`config.mk`:
```
export PLATFORM = sky130hd
export DESIGN_NAME = time_counter
export DESIGN_NICKNAME = d
export VERILOG_FILES = /design/src/rtl/time_counter.sv
export SDC_FILE = /design/constraint.sdc
export NUM_CORES = 1
export LEC_CHECK = 0
export ABC_CLOCK_PERIOD_IN_PS = 1650
export BUFFER_PORTS_ARGS = -buffer_cell sky130_fd_sc_hd__buf_2
export CORE_MARGIN = 2
export CORE_UTILIZATION = 35
export DETAILED_ROUTE_END_ITERATION = 16
export GPL_ROUTABILITY_DRIVEN = 0
export GPL_TIMING_DRIVEN = 0
export PLACE_DENSITY_LB_ADDON = 0.08
export SLEW_MARGIN = 0
export SYNTH_ARGS = -nofsm -noshare
export SYNTH_HDL_FRONTEND = slang
export SYNTH_SLANG_ARGS = --single-unit
```
`constraint.sdc`:
```
create_clock -name CP -period 1.65 [get_ports CP]
set_input_delay 0 -clock CP [delete_from_list [all_inputs] [get_ports CP]]
set_output_delay 0 -clock CP [all_outputs]
set_load 0.02 [all_outputs]
```
`src/rtl/time_counter.sv`:
```
// BCD hh:mm:ss timekeeping core, advanced by rising edges of the divider's 1 Hz level.
// Optional build macro TWELVE_HOUR_EN adds a 12-hour Hour remap and a PM output.
module time_counter #(
    parameter logic [7:0] INIT_HOUR = 8'h00,
    parameter logic [7:0] INIT_MIN  = 8'h00,
    parameter logic [7:0] INIT_SEC  = 8'h00
) (
    input  logic       CP,
    input  logic       CR,
    input  logic       tick_1hz,
    input  logic       hold,
    input  logic       adj_min,
    input  logic       adj_hour,
    output logic [7:0] Hour,
    output logic [7:0] Minute,
    output logic [7:0] Second,
    output logic       min_tick,
    output logic       hour_tick,
    output logic       day_tick
`ifdef TWELVE_HOUR_EN
    ,
    output logic       PM
`endif
);

    logic       tick_prev_q, tick_prev_d;
    logic [7:0] sec_q, sec_d;
    logic [7:0] min_q, min_d;
    logic [7:0] hour_q, hour_d;
    logic       min_tick_q, min_tick_d;
    logic       hour_tick_q, hour_tick_d;
    logic       day_tick_q, day_tick_d;

    logic rise;
    logic sec_adv;
    logic sc;
    logic mc;

    // Two-digit BCD increment that wraps to 00 after max_val.
    function automatic logic [7:0] bcd_inc(input logic [7:0] val, input logic [7:0] max_val);
        logic [7:0] res;
        if (val == max_val) begin
            res = '0;
        end else if (val[3:0] == 4'd9) begin
            res = {val[7:4] + 4'd1, 4'd0};
        end else begin
            res = {val[7:4], val[3:0] + 4'd1};
        end
        return res;
    endfunction

    always_comb begin
        rise        = tick_1hz & ~tick_prev_q;
        sec_adv     = rise & ~hold;
        sc          = sec_adv & (sec_q == 8'h59);
        // A manual minute step swallows the seconds carry, so no minute carry can follow.
        mc          = sc & ~adj_min & (min_q == 8'h59);

        tick_prev_d = tick_1hz;
        sec_d       = sec_adv ? bcd_inc(sec_q, 8'h59) : sec_q;
        min_d       = (adj_min | sc) ? bcd_inc(min_q, 8'h59) : min_q;
        hour_d      = (adj_hour | mc) ? bcd_inc(hour_q, 8'h23) : hour_q;

        min_tick_d  = sc;
        hour_tick_d = mc;
        day_tick_d  = mc & ~adj_hour & (hour_q == 8'h23);
    end

    always_ff @(posedge CP) begin
        if (CR) begin
            // Treat the 1 Hz line as already high so a level present at release is ignored.
            tick_prev_q <= 1'b1;
            sec_q       <= INIT_SEC;
            min_q       <= INIT_MIN;
            hour_q      <= INIT_HOUR;
            min_tick_q  <= 1'b0;
            hour_tick_q <= 1'b0;
            day_tick_q  <= 1'b0;
        end else begin
            tick_prev_q <= tick_prev_d;
            sec_q       <= sec_d;
            min_q       <= min_d;
            hour_q      <= hour_d;
            min_tick_q  <= min_tick_d;
            hour_tick_q <= hour_tick_d;
            day_tick_q  <= day_tick_d;
        end
    end

    assign Second    = sec_q;
    assign Minute    = min_q;
    assign min_tick  = min_tick_q;
    assign hour_tick = hour_tick_q;
    assign day_tick  = day_tick_q;

`ifdef TWELVE_HOUR_EN
    logic [4:0] hour_bin;
    logic [4:0] hour_12;
    logic [3:0] hour_units;

    // Internal hour stays 24-hour; only the presented value is folded to 1..12.
    always_comb begin
        hour_bin = 5'd10 * {3'b000, hour_q[5:4]} + {1'b0, hour_q[3:0]};
        if (hour_bin == 5'd0) begin
            hour_12 = 5'd12;
        end else if (hour_bin > 5'd12) begin
            hour_12 = hour_bin - 5'd12;
        end else begin
            hour_12 = hour_bin;
        end
        hour_units = hour_12[3:0] - 4'd10;
        Hour       = (hour_12 >= 5'd10) ? {4'h1, hour_units} : {4'h0, hour_12[3:0]};
        PM         = (hour_bin >= 5'd12);
    end
`else
    assign Hour = hour_q;
`endif

endmodule
```
==> flow_summary.yaml <==
outcome:
  status: "finished with violations"
  violations: "negative setup slack"
sta:
  maxSlewHeadroom_pct: 58.5
  fmax_mhz: 596
  drv_slew: 0
  finalHoldViolations: 0
  finClkSkew_ns: 0.0137
  setup-violations-final: 3
  rsz0062_at_grt: "yes"
  setup_ws_ns: -0.0284
  hold_slack_ns: 0.226
  worst_slew_pin_slew_ns: 0.623
  finalCritPeriodShare_pct: 102
  finalCriticalPeriod_ns: 1.68
global_route:
  grt_pass1_vias: 1491
  antenna_found_initial: 0
  grt_max_degree: 16
  overflow: 0
  grt_use_total_pct: 17.3
  grt_pass1_wl_mm: 6.91
cts:
  path_clk_slew_ns: 0.10
  root_buffer: "clkbuf_8"
  clock_sinks: 28
  clk_latency_ns: 0.28
  htree_levels: 1
  cts_max_path_buffers: 2
  numCtsBuffers: 3
  cts_tree: "yes"
place:
  postPlaceCellArea_um2: 1780
  hpwl_mm: 2.77
  dp_cells: 252
  numPortBuffers: 30
setup_path:
  cp_max_fo: 5
  worstSetupEndpointType: "register"
  crit_arrival_ns: 1.88
  required_ns: 1.86
  start_kind: "register"
  criticalPathCategory: "register to register"
power_and_ir_drop:
  power.density_nw_per_um2: 566
  power_mw: 1.23
  peakVddDrop_v: 0.000262
  leakage_nw: 0.872
synth:
  yosysTopAreaCell: "dfxtp_1"
  netlist_instances: 172
  synth_top_cell_area_share_pct: 37.2
  syn_nets: 188
  synth-seq-cells: 28
  synth_warnings: 0
  syn_avg_cell_area_um2: 8.76
  synth-main-ff-cell: "dfxtp_1"
  yosysSeqAreaShare_pct: 37.2
  yosysUniqueCellTypes: 46
  netlist_area_um2: 1510
  synth_edf_count: 0
  async_reset_ff_share_pct: 0
  synthTopCellsByArea: "dfxtp_1 (37%), ha_1 (8.3%), a21oi_1 (4.0%)"
cells_and_area:
  area_growth_pct: 43.8
  finalNetCount: 243
  stdcell_area_um2: 2170
  drive_gt1_share_pct: 45.1
  antennaDiodeCount: 0
  finalNonFillerCells: 276
  fillCellCount: 368
  final_util_pct: 53.4
job:
  drv_cap: 0
floorplanning:
  die_h_um: 69.6
  num_rows: 23
  die_w_um: 69.6
  start_util_pct: 37.1
  ioPinCount: 33
  core_um2: 4060
  die-area_um2: 4840
drt:
  drc: 0
  dr.pass1.iters: 4
  drt-wirelength-per-cell_um: 15.6
  num_vias: 1529
  drtIter0Drc: 69
  viasPerCell: 5.54
  routed_wl_mm: 4.29
  ant_nets: 0
hold_path:
  hp-class: "input pin to register"
## metrics by stage
stage               TNS, ns  worst slack, ns
finish              -0.0412          -0.0284
global route         -0.725           -0.108
CTS                  -0.151           -0.101
detailed placement    -1.68           -0.196
global placement      -1.14           -0.146
floorplan           -0.0959          -0.0496
## path summary, 6_finish.rpt
kind                                             start                      to  slack, ns  depth (start not counted)
worst max-delay path            Second[1]$_SDFFE_PP0P_  Minute[4]$_SDFFE_PP0P_      -0.03                          6
worst min-delay path                                CR    Hour[2]$_SDFFE_PP0P_       0.23                          4
worst min register to register    Hour[1]$_SDFFE_PP0P_    Hour[1]$_SDFFE_PP0P_       0.50                          2
worst max register to register  Second[1]$_SDFFE_PP0P_  Minute[4]$_SDFFE_PP0P_      -0.03                          6
## layout make-up
type	instances	area [um^2]	area share [%]
clock buffers	3	41.3	1.91
flip-flops and latches	28	592	27.3
inverters	8	35.0	1.62
plain buffers	7	48.8	2.25
repair buffers	51	310	14.3
multi-input cells	128	1070	49.5
clock inverters	1	3.75	0.173
well taps	50	62.6	2.89
## registers in the layout (all words and copies together), names as in the netlist
signal	flops
Hour	8
Minute	8
Second	8
day_tick	1
hour_tick	1
min_tick	1
tick_prev_q	1
## kinds of logic after synthesis
| logic type | after synthesis | share of synthesized area [%] |
|---|---|---|
| multiplexers | 4 | 2.66 |
| adder cells (fa/ha/maj) | 10 | 8.31 |
| XOR/XNOR | 5 | 2.91 |
| AND/OR/NAND/NOR | 69 | 27.7 |
| flip-flops | 28 | 37.2 |
| buffers and inverters | 16 | 4.15 |
| AO/OA/AOI/OAI | 40 | 17.0 |
## layout by cell type, fill, tap and decap left out, drive strengths merged, types with 2 or more instances in the layout
cell type | synthesis | routed
nand2b | 2 | 2
o41ai | 2 | 2
mux2i | 4 | 4
a21oi | 12 | 12
a32o | 2 | 2
nand3b | 4 | 4
o311ai | 2 | 2
a41oi | 2 | 2
nand3 | 9 | 9
dfxtp | 28 | 28
nor3 | 6 | 6
ha | 10 | 10
xor2 | 2 | 2
or3 | 3 | 3
or4 | 5 | 5
clkinv | 1 | 2
nor4 | 4 | 4
nor2b | 4 | 4
nand2 | 9 | 9
inv | 7 | 7
buf | 2 | 51
nand4 | 2 | 2
nor2 | 10 | 10
a31oi | 3 | 3
o21ai | 10 | 10
clkbuf | 6 | 9
and3b | 4 | 4
xnor2 | 3 | 3
## layer usage
metal	routed length [um]	track usage [%]
met1	1940	22.6
met2	2130	29.4
met3	177	2.33
met4	46	5.45
met5	0	0
## critical path, cell delays in order, from the launching register on
cell and delay [ns]:
dfxtp_2 0.33, inv_2 0.06, ha_4 0.11, and3b_2 0.29, a31oi_4 0.14, or4_4 0.54, a21oi_2 0.14
## power breakdown
group / internal, mW / switching (mW) / total [mW]
combinational: 0.0602 / 0.0867 / 0.147
clock: 0.167 / 0.209 / 0.376
sequential: 0.683 / 0.0197 / 0.702
total: 0.910 / 0.315 / 1.23
## synth_stat cells (2+ instances only)
cell      number
dfxtp_1       28
a21oi_1       12
ha_1          10
nand2_1        9
nand3_1        9
nor2_1         9
o21ai_0        9
clkbuf_1       6
inv_1          6
nor3_1         6
or4_1          5
and3b_1        4
mux2i_1        4
nand3b_1       4
nor2b_1        4
nor4_1         4
a31oi_1        3
or3_1          3
xnor2_1        3
a32o_1         2
a41oi_1        2
buf_2          2
nand2b_1       2
nand4_1        2
o41ai_1        2
xor2_1         2
## what timing repair did
item                       in CTS  in global routing
buffers inserted               17                  2
pin swaps                      12                  6
gates resized for setup        24                 14
setup endpoints to repair      17                 16
hold endpoints to repair        1                  0
cloned                          1                  0
hold buffers                    1                  0
Note: power is estimated with default switching activity, not from simulation.
